===== src/rtl/program_sequencer.sv =====
// SIMT program sequencer: fetches 16-bit words, broadcasts them to cell cores and
// handles JMP/CALL/RET/BRD/HALT. Optional issue counter via PROGRAM_SEQUENCER_INSTR_COUNT_EN.
module program_sequencer #(
   parameter int PC_LENGTH = 12,
   parameter int SP_LENGTH = 5
) (
   input  logic                 clk,
   input  logic                 rst,
   input  logic                 start,
   output logic                 imem_req,
   output logic [PC_LENGTH-1:0] imem_addr,
   input  logic                 imem_valid,
   input  logic [15:0]          imem_data,
   output logic [15:0]          instruction,
   output logic [PC_LENGTH-1:0] next_program_counter,
   output logic [SP_LENGTH-1:0] next_stack_pointer,
   output logic                 execution_enable,
   input  logic                 diverge_any,
   output logic                 halted,
   output logic                 stack_error,
   output logic [31:0]          instr_count
);

   typedef enum logic [2:0] {IDLE, FETCH, ISSUE, WAIT_COND, HALT} state_t;

   state_t               state;
   logic [PC_LENGTH-1:0] pc;
   logic [SP_LENGTH-1:0] sp;
   logic [PC_LENGTH-1:0] stack [2**SP_LENGTH];

   logic [15:0]          word;
   logic [3:0]           op;
   logic [PC_LENGTH-1:0] target, pc_inc, dec_npc;
   logic [SP_LENGTH-1:0] dec_nsp;
   logic                 is_jmp, is_call, is_ret, is_brd, is_halt, dec_err;

   // One decoder serves both the fetch-accept edge and the ISSUE cycle; pc/sp
   // do not move in between, so both evaluations agree.
   always_comb begin
      word    = (state == FETCH) ? imem_data : instruction;
      op      = word[15:12];
      target  = PC_LENGTH'(word[11:0]);
      pc_inc  = pc + PC_LENGTH'(1);
      is_jmp  = (op == 4'hC);
      is_call = (op == 4'hD);
      is_brd  = (op == 4'hB);
      is_halt = (op == 4'hE) && (word[11:0] == 12'd0);
      is_ret  = (op == 4'hE) && (word[11:0] == 12'd1);
      dec_err = (is_call && (sp == '1)) || (is_ret && (sp == '0));
      dec_npc = pc_inc;
      dec_nsp = sp;
      if (dec_err) begin
         dec_npc = pc;
      end else if (is_jmp) begin
         dec_npc = target;
      end else if (is_call) begin
         dec_npc = target;
         dec_nsp = sp + SP_LENGTH'(1);
      end else if (is_ret) begin
         dec_npc = stack[sp - SP_LENGTH'(1)];
         dec_nsp = sp - SP_LENGTH'(1);
      end
   end

   // Stack storage carries no reset; only a legal CALL in ISSUE writes it.
   always_ff @(posedge clk) begin
      if (state == ISSUE && is_call && !dec_err)
         stack[sp] <= pc_inc;
   end

   always_ff @(posedge clk or posedge rst) begin
      if (rst) begin
         state                <= IDLE;
         pc                   <= '0;
         sp                   <= '0;
         instruction          <= '0;
         execution_enable     <= 1'b0;
         imem_req             <= 1'b0;
         imem_addr            <= '0;
         next_program_counter <= '0;
         next_stack_pointer   <= '0;
         halted               <= 1'b0;
         stack_error          <= 1'b0;
      end else begin
         execution_enable <= 1'b0;
         case (state)
            IDLE: if (start) begin
               pc        <= '0;
               sp        <= '0;
               imem_req  <= 1'b1;
               imem_addr <= '0;
               state     <= FETCH;
            end
            FETCH: if (imem_valid) begin
               imem_req             <= 1'b0;
               instruction          <= imem_data;
               next_program_counter <= dec_npc;
               next_stack_pointer   <= dec_nsp;
               execution_enable     <= !dec_err;
               if (dec_err) stack_error <= 1'b1;
               state                <= ISSUE;
            end
            ISSUE: begin
               if (dec_err || is_halt) begin
                  halted <= 1'b1;
                  state  <= HALT;
               end else if (is_brd) begin
                  state <= WAIT_COND;
               end else begin
                  pc        <= dec_npc;
                  sp        <= dec_nsp;
                  imem_req  <= 1'b1;
                  imem_addr <= dec_npc;
                  state     <= FETCH;
               end
            end
            WAIT_COND: begin
               pc        <= diverge_any ? target : pc_inc;
               imem_addr <= diverge_any ? target : pc_inc;
               imem_req  <= 1'b1;
               state     <= FETCH;
            end
            HALT: if (start) begin
               halted      <= 1'b0;
               stack_error <= 1'b0;
               pc          <= '0;
               sp          <= '0;
               imem_req    <= 1'b1;
               imem_addr   <= '0;
               state       <= FETCH;
            end
            default: state <= IDLE;
         endcase
      end
   end

`ifdef PROGRAM_SEQUENCER_INSTR_COUNT_EN
   logic [31:0] icnt;
   always_ff @(posedge clk or posedge rst) begin
      if (rst)
         icnt <= '0;
      else if (start && (state == IDLE || state == HALT))
         icnt <= '0;
      else if (execution_enable)
         icnt <= icnt + 32'd1;
   end
   assign instr_count = icnt;
`else
   assign instr_count = '0;
`endif

endmodule


===== config.mk =====
export PLATFORM = sky130hd
export DESIGN_NAME = program_sequencer
export DESIGN_NICKNAME = d
export VERILOG_FILES = /design/src/rtl/program_sequencer.sv
export SDC_FILE = /design/constraint.sdc
export NUM_CORES = 1
export LEC_CHECK = 0
export CAP_MARGIN = 25
export CORE_MARGIN = 8
export CORE_UTILIZATION = 35
export DETAILED_ROUTE_END_ITERATION = 7
export PLACE_DENSITY = 0.57
export SETUP_SLACK_MARGIN = 0.3
export SLEW_MARGIN = 40
export SYNTH_ARGS = -nofsm -noshare
export SYNTH_HDL_FRONTEND = slang
export SYNTH_SLANG_ARGS = --single-unit

===== constraint.sdc =====
create_clock -name clk -period 3.7 [get_ports clk]
set_input_delay 0.74 -clock clk [delete_from_list [all_inputs] [get_ports clk]]
set_output_delay 0.74 -clock clk [all_outputs]
set_load 0.03 [all_outputs]

==> impl_metrics.env <==
export IMPL_grt_pass1_wl_um=77000
export IMPL_drtPass1Iterations=7
export IMPL_holdWs_ps=483
export IMPL_regArea_mm2=0.0130
export IMPL_numPortBuffers=69
export IMPL_synth_area_per_cell_um2=14.7
export IMPL_grt_pass1_vias=11660
export IMPL_clock_skew_ps=23.0
export IMPL_finalCriticalPeriod_ps=3360
export IMPL_tns_ps=0
export IMPL_path_max_fanout=33
export IMPL_io_pin_count=102
export IMPL_setup_viol=0
export IMPL_final_antenna_net_count=0
export IMPL_antenna_found_initial=0
export IMPL_busiest_layer="met2"
export IMPL_ys_flop_type="edfxtp_1"
export IMPL_routabilityCongestion=0.859
export IMPL_reg2reg_depth=9
export IMPL_hold_buffers=0
export IMPL_status="complete, no violations"
export IMPL_required_ps=4160
export IMPL_whs_path_depth=1
export IMPL_r2r_end="pc[9]$_DFFE_PP0P_"
export IMPL_die_x_um=249
export IMPL_ys_async_sr_fraction=0.129
export IMPL_drt_total_wl_um=51600
export IMPL_power_density_mw_per_mm2=855
export IMPL_area_growth_pct=19.9
export IMPL_initialDrtViolationCount=1310
export IMPL_irDropWorstVdd_mv=0.363
export IMPL_synthTopCellsByCount="384 x edfxtp_1, 239 x nand2_1, 63 x nor2_1"
export IMPL_vias=11711
export IMPL_yosysMostFrequentCell="edfxtp_1"
export IMPL_drive_gt1_frac=0.188
export IMPL_whs_endpoint="next_program_counter[3]$_DFFE_PP0P_"
export IMPL_syn_area_mm2=0.0190
export IMPL_ys_types=78
export IMPL_insertion_delay_ps=580
export IMPL_routedWlPerCell_um=23.6
export IMPL_rsz0062_at_grt="no"
export IMPL_viasPerCell=5.36
export IMPL_rows=85
export IMPL_r2r_setup_slack_ps=340
export IMPL_cap_viol_max_count=0
export IMPL_grt_overflow=0
export IMPL_hold_violations=0
export IMPL_initial_core_util=0.354
export IMPL_multi_input_area_mm2=0.00563
export IMPL_gr_usage_met3=0.0342
export IMPL_dieArea_mm2=0.0620
export IMPL_final_nets=1482
export IMPL_p_leak_uw=0.00807
export IMPL_relSlewSlack=0.452
export IMPL_tightest_slew_ps=819
export IMPL_synth_edf_count=384
export IMPL_coreArea_mm2=0.0537
export IMPL_synth_seq_area_share=0.682
export IMPL_critPathArrivalTime_ps=3810
export IMPL_met1_usage=0.217
export IMPL_n_antenna_cell=0
export IMPL_drc=0
export IMPL_rr_startpoint="sp[0]$_DFFE_PP0P_"
export IMPL_cts_buffers=47
export IMPL_worstSetupPathType="register to register"
export IMPL_min_period_over_period=0.907
export IMPL_worstHoldStart="next_program_counter[3]$_DFFE_PP0P_"
export IMPL_cts_sinks=441
export IMPL_die_y_um=249
export IMPL_grt_max_degree=39
export IMPL_met2_usage=0.264
export IMPL_ys_warn_count=0
export IMPL_synth_top_area_cell="edfxtp_1"
export IMPL_synthTopCellsByArea="edfxtp_1 61%, dfrtp_1 7.5%, mux4_2 6.5%"
export IMPL_htree_levels=2
export IMPL_netlist_area_leader_share=0.607
export IMPL_endpoint_kind="register"
export IMPL_yosys_register_bits=441
export IMPL_root_buffer="clkbuf_16"
export IMPL_postSynthCellCount=1296
export IMPL_max_freq_ghz=0.298
export IMPL_hold_class="register to register"
export IMPL_dp_hpwl_um=33700
export IMPL_groute_usage_overall=0.161
export IMPL_cts_path_max_buffers=3
export IMPL_cts_clk_slew_worst_paths_ps=60
export IMPL_cts_tree="yes"
export IMPL_slew_violations=0
export IMPL_cp_start_kind="register"
export IMPL_final_fill_count=4783
## registers in the layout (all words and copies together) (netlist names), 3 cells and up
signal                count
stack                   384
sp                        5
next_stack_pointer        5
next_program_counter     12
state                     3
pc                       12
instruction              16
## critical path, stage by stage (launching register included)
cell	delay [ps]
dfrtp_4	440
inv_4	70
ha_4	650
and2_1	440
buf_4	260
a32oi_1	140
a32oi_1	380
o2111ai_1	240
a22o_1	260
a221o_1	320
## how the worst max path moves through the flow
stage                 startpoint                     end  slack (ps)  cells after the start
2_1_floorplan  sp[0]$_DFFE_PP0P_      pc[10]$_DFFE_PP0P_         310                     12
3_3_place_gp       imem_data[13]  stack[27][0]$_DFFE_PP_         100                     10
3_5_place_dp       imem_data[13]  stack[27][5]$_DFFE_PP_          60                     10
4_1_cts        sp[0]$_DFFE_PP0P_      pc[10]$_DFFE_PP0P_         300                      9
5_1_grt        sp[1]$_DFFE_PP0P_       pc[1]$_DFFE_PP0P_         300                      8
6_report       sp[0]$_DFFE_PP0P_       pc[9]$_DFFE_PP0P_         340                      9
## power by group
| group | total, uW | switching, uW | internal [uW] |
|---|---|---|---|
| clock network | 4380 | 1900 | 2480 |
| logic | 8440 | 5370 | 3070 |
| registers | 6670 | 398 | 6280 |
## layout by cell type, fill, tap and decap left out, drive strengths merged, types with 12 or more instances in the layout
cell type	count
edfxtp	384
nand2	239
buf	116
clkdlybuf4s50	68
nor2	63
clkbuf	60
mux4	59
dfrtp	57
mux2i	50
nand3	40
conb	32
o21ai	28
a31oi	25
a21oi	23
a32oi	20
a211oi	15
clkinv	13
inv	13
mux2	12
## repair_timing
item                       in CTS  in global routing
pin swaps                       0                  1
buffers inserted                2                  0
gates resized for setup         2                  5
cloned                          1                  1
setup endpoints to repair       8                 11
## through the flow
step	setup WS, ps	util	power, uW	cells	instance area [um^2]
finish	344	0.424	19500	2184	22800
global route	296	0.424	20300	2184	22800
floorplan	313	-	11700	1327	19100
global placement	102	0.396	14800	2097	21300
CTS	304	0.423	19500	2183	22700
detailed placement	56.4	0.396	14900	2097	21300
## logic make-up after synthesis
| kind of cell | count (synthesis) | synth area share |
|---|---|---|
| AOI/OAI and AO/OA | 177 | 0.0672 |
| xor gates and xnor gates | 16 | 0.00836 |
| other | 1 | 0.000197 |
| DFF | 441 | 0.682 |
| adders and majority gates | 7 | 0.00461 |
| buffers and inverters | 117 | 0.0362 |
| and+or+nand+nor | 416 | 0.0976 |
| muxes | 121 | 0.104 |
## metal layers
metal,up-vias,share of wire
met5,-,0
met4,0,0.024
met3,76,0.066
met2,442,0.47
met1,5954,0.44
li1,5239,-
## final cells by class
class | count | share of cell area
clock buffer | 59 | 0.0536
clock inverter | 24 | 0.00823
inverter | 9 | 0.00159
multi-input combinational | 769 | 0.247
sequential | 441 | 0.569
tap | 696 | 0.0382
timing repair buffer | 186 | 0.0826
Note: power is estimated with default switching activity, not from simulation.
==> variant, RTL diff (config.mk and constraints unchanged) <==
The parameter `SP_LENGTH` goes from 5 to 4.
--- a/src/rtl/program_sequencer.sv
+++ b/src/rtl/program_sequencer.sv
@@ -3,5 +3,5 @@
 module program_sequencer #(
    parameter int PC_LENGTH = 12,
-   parameter int SP_LENGTH = 5
+   parameter int SP_LENGTH = 4
 ) (
    input  logic                 clk,
Interface: changed (resized next_stack_pointer); port bits go from 102 to 101. No check against the original RTL was run, so the function may have changed too.
==> variant against the unedited design <==
- clock skew rose by 0.0012 ns
- power shrank 50%
- cell count is 45% lower
- first-iteration DRC count is 61% lower
- die area shrank 40%
- critical endpoint is now sp[2]$_DFFE_PP0P_
- sequential share of layout area decreased by 2.0 points
- synthesized area fell by 42%
- non-clock buffer count decreased by 78
- utilization shrank 0.71 points
- routed wire length is 49% lower
- sequential cell count shrank 194
- clock power is 45% lower
- worst setup slack gained 0.41 ns
- design area is 43% lower
==> variant: results (changes against the unedited design) <==
Critical path
  – Crit path DAT: 3.34 ns (was 3.81 ns)
  – CP max FO: 19 (was 33)
  – R2R Setup Slk: 0.78 ns (was 0.34 ns)

Placed design
  – PortBufs: 68 (was 69)
  – Final HPWL DP: 16900 um (was 33700 um)
  – Gpl congestion: 0.785 (was 0.859)

Clocking
  – CTS buffer count: 25 (was 47)
  – Worst-Skew Late Latency: 0.55 ns (was 0.58 ns)
  – H-tree depth: 1 (was 2)
  – Post-CTS setup buffers: 0 (was 2)
  – Post_cts resized: 0 (was 2)
  – Max clock buf depth: 3 (unchanged)

Synth
  – Synth cell types: 61 (was 78)
  – Sequential area share after synthesis: 65.0% (was 68.2%)
  – Post-synth top cells: edfxtp_1, mux4_2, dfrtp_1 (was edfxtp_1, nand2_1, nor2_1)
  – Async set-reset flop share out of synthesis: 22.3% (was 12.9%)
  – Ys Warns: 0 (unchanged)
  – Main area contributors after synthesis: edfxtp_1, dfrtp_1, mux4_2 (unchanged)
  – EDFF count, synth: 192 (was 384)

Timing
  – Final Skew: 0.0242 ns (was 0.0230 ns)
  – Slew @ Worst Pin: 0.799 ns (was 0.819 ns)
  – Hold slack: 0.480 ns (was 0.483 ns)

Global routing
  – Largest net degree at the start of global routing: 58 (was 39)
  – Vias in the first global route: 6377 (was 11700)
  – Gr usage total: 14.0% (was 16.1%)
  – First-pass GRT wire length: 39600 um (was 77000 um)

Pwr
  – Peak supply drop: 0.000329 V (was 0.000363 V)
  – P_leak: 4.53 nW (was 8.07 nW)

Cells and area
  – Largest regs: stack x192, instruction x16 (was stack x384, instruction x16)
  – Nets: 817 (was 1482)
  – Share of post-route cells with drive strength above 1: 22.8% (was 18.8%)
  – N_diodes: 0 (unchanged)

Routing
  – DRT Pass-1 Iters: 5 (was 7)
  – Total wire length: 26300 um (was 51600 um)
  – Via density: 5.23 (was 5.36)
  – 1st-iter DRT viols: 517 (was 1310)

Status
  – Status: completed (unchanged)
## variant: final timing paths
kind / depth (start not counted) / endpoint / from
max in group asynchronous: 3 / instruction[7]$_DFFE_PP0P_ / rst
min reg2reg: 2 / next_program_counter[9]$_DFFE_PP0P_ / next_program_counter[9]$_DFFE_PP0P_
max: 8 / sp[2]$_DFFE_PP0P_ / imem_data[13]
min in group asynchronous: 2 / instruction[13]$_DFFE_PP0P_ / rst
min: 2 / next_program_counter[9]$_DFFE_PP0P_ / next_program_counter[9]$_DFFE_PP0P_
max reg2reg: 8 / stack[1][7]$_DFFE_PP_ / state[0]$_DFFE_PP0P_
## variant: metrics by stage
step / std cells / worst slack [ns] / area [um2]
finish: 1212 / 0.751 / 13000
global route: 1212 / 0.462 / 13000
global placement: 1166 / 0.177 / 12300
detailed placement: 1166 / 0.225 / 12300
floorplan: 725 / 0.210 / 11200
CTS: 1212 / 0.770 / 13000
## variant: logic make-up after synthesis
kind of cell | count (synthesis) | synth area share [%]
flip-flops | 247 | 65.0
adder cells (fa/ha/maj) | 5 | 0.570
buffers and inverters | 76 | 4.22
multiplexers | 102 | 16.3
XOR/XNOR | 14 | 1.12
other | 1 | 0.0342
AND/OR/NAND/NOR | 146 | 6.44
AO/OA/AOI/OAI | 91 | 6.23
## variant: area by class of cell
cell class              count  area (um2)
multi-input cells         402        3570
clock buffers              25         626
inverters                   7        26.3
clock inverters            21         160
well taps                 402         503
repair buffers            108        1000
fillers                  2820       18200
flip-flops and latches    247        7150
## variant: report_power, final
part           total [W]  switching, W  internal (W)
Sequential       0.00376      0.000301       0.00346
Combinational    0.00361       0.00203       0.00158
Clock            0.00241       0.00109       0.00132
## variant: critical path: stages
cell	delay [ns]
clkdlybuf4s50_1	0.58
and4b_1	0.26
nand4_1	0.20
o22a_1	0.56
o221a_2	0.37
nor4_1	0.40
a211o_1	0.17
o31ai_1	0.06
## variant: metal layers
metal  up-vias  wire length, um  part of all wire [%]  GRT usage, %
met2       199            12500                    47          23.2
met1      3248            11400                    43          18.5
met4         0              646                   2.5          3.96
li1       2854                -                     -             -
met3        36             1770                   6.7          2.54
met5         -                0                     0             0
